**src/rtl/valve_sequencer_if.sv**
```systemverilog
// Command/status bundle between the irrigation controller (master) and the valve sequencer (slave).
interface valve_sequencer_if #(
  parameter int FCNT_W = 8
) ();
  logic [1:0]        R1;
  logic [1:0]        R2;
  logic [1:0]        E;
  logic [3:0]        V;
  logic              busy;
  logic              fault;
  logic              active1;
  logic              active2;
  logic [FCNT_W-1:0] fault_cnt;

  modport master (
    output R1, R2, E,
    input  V, busy, fault, active1, active2, fault_cnt
  );

  modport slave (
    input  R1, R2, E,
    output V, busy, fault, active1, active2, fault_cnt
  );
endinterface

```
**src/rtl/valve_sequencer.sv**
```systemverilog
// Drives four irrigation valves with staggered opening, minimum on-time and all-close on error.
// state | meaning
// RUN   | valves track {R2,R1}: one open per OPEN_DLY gap, closes honour MIN_ON
// FAULT | all valves closed; leaves once E, R1 and R2 are all zero
module valve_sequencer #(
  parameter int OPEN_DLY = 4,
  parameter int MIN_ON   = 8,
  parameter int FCNT_W   = 8
) (
  input  logic             clk,
  input  logic             reset,
  valve_sequencer_if.slave bus
);
  localparam int ON_W  = $clog2(MIN_ON + 1);
  localparam int GAP_W = $clog2(OPEN_DLY + 1);

  typedef enum logic {RUN, FAULT} state_t;

  state_t            state;
  logic [ON_W-1:0]   on_cnt [4];
  logic [GAP_W-1:0]  gap_cnt;

  logic [3:0]        tgt;
  logic [3:0]        v_n;
  logic [ON_W-1:0]   on_n [4];
  logic [GAP_W-1:0]  gap_n;
  state_t            state_n;
  logic              fault_n;
  logic              busy_n;
  logic [FCNT_W-1:0] fcnt_n;
  logic              opened;

  assign tgt = {bus.R2, bus.R1};

  always_comb begin
    v_n     = bus.V;
    gap_n   = gap_cnt;
    state_n = state;
    fault_n = bus.fault;
    busy_n  = 1'b0;
    fcnt_n  = bus.fault_cnt;
    opened  = 1'b0;
    for (int i = 0; i < 4; i++) on_n[i] = on_cnt[i];

    if (state == RUN && bus.E != 2'b00) begin
      // Error wins over pending opens and the min-on hold.
      v_n     = 4'b0000;
      gap_n   = '0;
      state_n = FAULT;
      fault_n = 1'b1;
      if (bus.fault_cnt != {FCNT_W{1'b1}}) fcnt_n = bus.fault_cnt + 1'b1;
      for (int i = 0; i < 4; i++) on_n[i] = '0;
    end else if (state == RUN) begin
      if (gap_cnt != '0) gap_n = gap_cnt - 1'b1;
      for (int i = 0; i < 4; i++) begin
        if (bus.V[i] && !tgt[i] && on_cnt[i] == ON_W'(MIN_ON)) begin
          v_n[i]  = 1'b0;
          on_n[i] = '0;
        end else if (bus.V[i] && on_cnt[i] != ON_W'(MIN_ON)) begin
          on_n[i] = on_cnt[i] + 1'b1;
        end
      end
      for (int i = 0; i < 4; i++) begin
        if (!opened && gap_cnt == '0 && tgt[i] && !bus.V[i]) begin
          v_n[i]  = 1'b1;
          on_n[i] = ON_W'(1);
          gap_n   = GAP_W'(OPEN_DLY - 1);
          opened  = 1'b1;
        end
      end
      busy_n = (v_n != tgt);
    end else begin
      v_n = 4'b0000;
      for (int i = 0; i < 4; i++) on_n[i] = '0;
      if (bus.E == 2'b00 && bus.R1 == 2'b00 && bus.R2 == 2'b00) begin
        state_n = RUN;
        fault_n = 1'b0;
        gap_n   = '0;
      end
    end
  end

  always_ff @(posedge clk or negedge reset) begin
    if (!reset) begin
      state         <= RUN;
      gap_cnt       <= '0;
      for (int i = 0; i < 4; i++) on_cnt[i] <= '0;
      bus.V         <= 4'b0000;
      bus.busy      <= 1'b0;
      bus.fault     <= 1'b0;
      bus.active1   <= 1'b0;
      bus.active2   <= 1'b0;
      bus.fault_cnt <= '0;
    end else begin
      state         <= state_n;
      gap_cnt       <= gap_n;
      for (int i = 0; i < 4; i++) on_cnt[i] <= on_n[i];
      bus.V         <= v_n;
      bus.busy      <= busy_n;
      bus.fault     <= fault_n;
      bus.active1   <= |v_n[1:0];
      bus.active2   <= |v_n[3:2];
      bus.fault_cnt <= fcnt_n;
    end
  end
endmodule

```
**src/flat_wrapper.sv**
```systemverilog
// flat-port wrapper written by rule: the top's interface ports become plain ports
module valve_sequencer_flat 
#(
  parameter int OPEN_DLY = 4,
  parameter int MIN_ON   = 8,
  parameter int FCNT_W   = 8
)
  (clk, reset, bus_R1, bus_R2, bus_E, bus_V, bus_busy, bus_fault, bus_active1, bus_active2, bus_fault_cnt);
  valve_sequencer_if #(.FCNT_W(FCNT_W)) bus_i ();
  input  logic clk;
  input  logic reset;
  input wire logic [$bits(bus_i.R1)-1:0] bus_R1;
  input wire logic [$bits(bus_i.R2)-1:0] bus_R2;
  input wire logic [$bits(bus_i.E)-1:0] bus_E;
  output wire logic [$bits(bus_i.V)-1:0] bus_V;
  output wire logic [$bits(bus_i.busy)-1:0] bus_busy;
  output wire logic [$bits(bus_i.fault)-1:0] bus_fault;
  output wire logic [$bits(bus_i.active1)-1:0] bus_active1;
  output wire logic [$bits(bus_i.active2)-1:0] bus_active2;
  output wire logic [$bits(bus_i.fault_cnt)-1:0] bus_fault_cnt;
  assign bus_i.R1 = bus_R1;
  assign bus_i.R2 = bus_R2;
  assign bus_i.E = bus_E;
  assign bus_V = bus_i.V;
  assign bus_busy = bus_i.busy;
  assign bus_fault = bus_i.fault;
  assign bus_active1 = bus_i.active1;
  assign bus_active2 = bus_i.active2;
  assign bus_fault_cnt = bus_i.fault_cnt;
  valve_sequencer #(.OPEN_DLY(OPEN_DLY), .MIN_ON(MIN_ON), .FCNT_W(FCNT_W)) u_core (.clk(clk), .reset(reset), .bus(bus_i));
endmodule
```
**config.mk**
```make
export PLATFORM = sky130hd
export DESIGN_NAME = valve_sequencer_flat
export DESIGN_NICKNAME = d
export VERILOG_FILES = /design/src/rtl/valve_sequencer_if.sv /design/src/rtl/valve_sequencer.sv /design/src/flat_wrapper.sv
export SDC_FILE = /design/constraint.sdc
export NUM_CORES = 1
export LEC_CHECK = 0
export ABC_CLOCK_PERIOD_IN_PS = 5200
export CAP_MARGIN = 15
export CORE_MARGIN = 1.5
export CORE_UTILIZATION = 30
export DETAILED_ROUTE_END_ITERATION = 12
export PLACE_DENSITY = 0.48
export SYNTH_ARGS = -nofsm -noshare
export SYNTH_HDL_FRONTEND = slang
export SYNTH_SLANG_ARGS = --single-unit
```
**constraint.sdc**
```tcl
create_clock -name clk -period 5.2 [get_ports clk]
set_input_delay 0.78 -clock clk [delete_from_list [all_inputs] [get_ports clk]]
set_output_delay 0.78 -clock clk [all_outputs]
set_load 0.01 [all_outputs]
```
==> flow_summary_export.csv <==
group,metric,value,unit
outcome,status,"finished, final reports clean",
synth,synth.avg_cell_area,9.59,um2
setup_path,rr_worst_depth,6,
final_layout,n_fill_cell,694,
setup_path,r2r_slack,3.15,ns
grt,grt.overflow.total,0,
synth,synthesis.area,0.00212,mm2
floorplan,core,0.00679,mm2
grt,grtUsageMet1,0.181,
final_layout,syn2layout_area_growth,18.0,%
synth,syn_nets,240,
synth,synth_ff_type,"dfrtp_1",
clocking,cts_tree,"built",
clocking,cts_sinks,36,
pwr,p_leak,0.982,nW
final_layout,fin_area,0.00250,mm2
pwr,vdd_drop_max,177,uV
timing,setup_viol,0,
grt,grt_max_degree,37,
synth,synthSimpleGateAreaFrac,0.178,
clocking,htree_levels,2,
floorplan,ios,24,
job,cap_violations,0,
placed_design,dpl_cell_area,0.00242,mm2
route,dr.first_iter.drc_count,77,
setup_path,cp.buffers_inverters,1,
placed_design,place_hpwl,3220,um
placed_design,post-place-ws,2.61,ns
setup_path,cp.depth,1,
synth,yosysWarnings,0,
synth,synth_compound_area_frac,0.214,
timing,drv_slew,0,
synth,yosys.cell_types.count,53,
setup_path,cp-end-kind,"output pin",
setup_path,startpoint_type,"register",
synth,async_flop_share,1.00,
final_layout,final_common_cell,"dfrtp_1",
grt,grt_first_pass_wirelength,7800,um
setup_path,critical_path.cell_chain,"clkdlybuf4s50_1",
final_layout,seq_area,901,um2
floorplan,dieArea,0.00758,mm2
synth,muxShareOfSynthArea,0.0201,
timing,worst_slack,2.89,ns
min_path,worstHoldPathType,"register to register",
grt,grt_antenna_before_repair,0,
placed_design,io_buffers,23,
final_layout,multi_input_area,0.00111,mm2
synth,syn_inst,221,
timing,hold_viol_final,0,
clocking,insertion_delay,0.28,ns
timing,worstMarginPinSlew,0.826,ns
setup_path,crit_arrival,1.53,ns
route,antenna_left,0,
setup_path,cpLargestDelayFamily,"buffers and inverters",
clocking,postCtsHoldBufs,0,
grt,grt_usage,0.131,
grt,grtUsageMet2,0.200,
final_layout,layout-drive-gt1-share,0.0738,
timing,period_share,0.444,
synth,synthAdderAreaFrac,0.0649,
setup_path,reg2reg_to,"u_core.bus.active2",
timing,tns,0,ns
clocking,postCtsSetupRepairBufs,0,
pwr,power.total,0.000622,W
floorplan,die_h,87.1,um
clocking,clk_pin_slew,0.07,ns
setup_path,slowest_delay,0.63,ns
floorplan,die_w,87.1,um
timing,max_freq,0.433,GHz
route,firstDrtPassIters,4,
setup_path,crit_required,4.42,ns
route,wirelength,4640,um
final_layout,final_util,0.368,
final_layout,mostFrequentLayoutCells,"36 x dfrtp_1, 22 x clkdlybuf4s50_1, 19 x inv_1",
setup_path,crit_start,"u_core.bus.V[2]",
route,drt-wirelength-per-cell,13.6,um
synth,synth_xor_area_frac,0.0455,
grt,grt_use_met3,0.0313,
timing,skew,0.00412,ns
setup_path,crit_fanout,14,
grt,top_usage_layer,"met2",
clocking,clk_path_buf_depth,2,
route,drc,0,
floorplan,initial_core_util,0.312,
route,vias_per_cell,5.05,
final_layout,diodes,0,
timing,rsz0062_at_grt,"false",
grt,first_global_vias,1648,
floorplan,rows,30,
timing,relSlewSlack,0.449,
placed_design,gp_congestion,0.812,
setup_path,crit_end,"bus_V[2]",
timing,layout_min_cycle_time,2.31,ns
synth,synth_top_family_by_area,"compound AO/OA/AOI/OAI gates",
clocking,numCtsBuffers,5,
setup_path,r2r_start,"u_core.gap_cnt[0]",
pwr,power.density,249,mW/mm2
route,dr_total_vias,1718,
synth,ys_seq_area_frac,0.425,
final_layout,fin_nets,263,
setup_path,path_class,"register to output pin",
synth,ys_ff_latch,36,
clocking,root_buffer,"clkbuf_8",
clocking,cts_resized,0,
setup_path,slowest_stage,"clkdlybuf4s50_1",
synth,synth-edff-count,0,
## synthesized netlist by cell type (2+ instances only)
| library cell | count | share of area |
|---|---|---|
| mux2_2 | 2 | 0.011 |
| dfrtp_1 | 36 | 0.43 |
| and3b_1 | 2 | 0.0083 |
| nor3_2 | 2 | 0.0094 |
| mux2i_1 | 2 | 0.0094 |
| a311oi_1 | 2 | 0.0083 |
| and2_1 | 2 | 0.0059 |
| xnor2_1 | 6 | 0.025 |
| o31ai_1 | 2 | 0.0071 |
| or4_1 | 3 | 0.011 |
| a21boi_0 | 2 | 0.0071 |
| nor2_1 | 9 | 0.016 |
| nand3_1 | 12 | 0.028 |
| o21bai_1 | 2 | 0.0071 |
| o211ai_1 | 3 | 0.011 |
| nand4_1 | 2 | 0.0059 |
| a41oi_1 | 2 | 0.0083 |
| nand2b_1 | 4 | 0.012 |
| a31oi_1 | 7 | 0.021 |
| buf_6 | 2 | 0.011 |
| a32oi_1 | 2 | 0.0083 |
| and3_1 | 2 | 0.0059 |
| inv_1 | 19 | 0.034 |
| nand2_1 | 15 | 0.027 |
| o21ai_0 | 12 | 0.028 |
| a21oi_1 | 16 | 0.038 |
| a21o_1 | 3 | 0.011 |
| xor2_1 | 5 | 0.021 |
| clkbuf_1 | 5 | 0.0089 |
| or2_2 | 2 | 0.0059 |
| nand3b_1 | 3 | 0.011 |
| nor2b_1 | 2 | 0.0059 |
| ha_1 | 11 | 0.065 |
## through the flow
| step | hold slack, ns | std cells |
|---|---|---|
| 6_report | 0.495 | 340 |
| 5_1_grt | 0.525 | 340 |
| 4_1_cts | 0.502 | 340 |
| 3_5_place_dp | 0.484 | 333 |
| 3_3_place_gp | 0.486 | 333 |
| 2_1_floorplan | 0.476 | 221 |
## worst min-delay path by stage
| stage | endpoint | from | cells past startpoint | slack (ns) |
|---|---|---|---|---|
| floorplan | u_core.bus.V[0] | reset | 0 | 0.48 |
| global placement | u_core.bus.fault_cnt[5] | u_core.bus.fault_cnt[5] | 1 | 0.49 |
| detailed placement | u_core.bus.fault_cnt[7] | u_core.bus.fault_cnt[7] | 1 | 0.48 |
| CTS | u_core.bus.fault_cnt[7] | u_core.bus.fault_cnt[7] | 1 | 0.50 |
| global route | u_core.bus.fault_cnt[7] | u_core.bus.fault_cnt[7] | 1 | 0.53 |
| finish | u_core.bus.fault_cnt[7] | u_core.bus.fault_cnt[7] | 1 | 0.49 |
## sequential cells by signal, summed over array words and instances (netlist names)
register,flops
u_core.bus.active2,1
u_core.bus.fault,1
u_core.on_cnt,16
u_core.bus.busy,1
u_core.bus.V,4
u_core.bus.fault_cnt,8
u_core.bus.active1,1
u_core.state,1
u_core.gap_cnt,3
## report_power, final
| part | switching (W) | leakage, nW | internal (W) | total (W) |
|---|---|---|---|---|
| Sequential | 0.0000161 | 0.483 | 0.000298 | 0.000314 |
| Combinational | 0.0000620 | 0.458 | 0.0000568 | 0.000119 |
| Clock | 0.0000980 | 0.0410 | 0.0000911 | 0.000189 |
| Total | 0.000176 | 0.982 | 0.000446 | 0.000622 |
## routing by layer
layer	up-vias	share of wire
li1	846	-
met4	0	0.011
met2	24	0.46
met5	-	0
met3	6	0.031
met1	842	0.50
## cell type report
type / instances / share of cell area
repair buffers: 23 / 0.0900
well taps: 96 / 0.0480
clock inverters: 1 / 0.00200
flip-flops and latches: 36 / 0.360
inverters: 19 / 0.0285
clock buffers: 6 / 0.0290
multi-input cells: 159 / 0.442
## cell families after synthesis
| logic type | Yosys count |
|---|---|
| compound gates | 66 |
| xor+xnor | 11 |
| fa+ha+maj | 11 |
| buf+inv | 26 |
| flops | 36 |
| mux | 4 |
| simple gates | 67 |
Note: power is estimated with default switching activity, not from simulation.
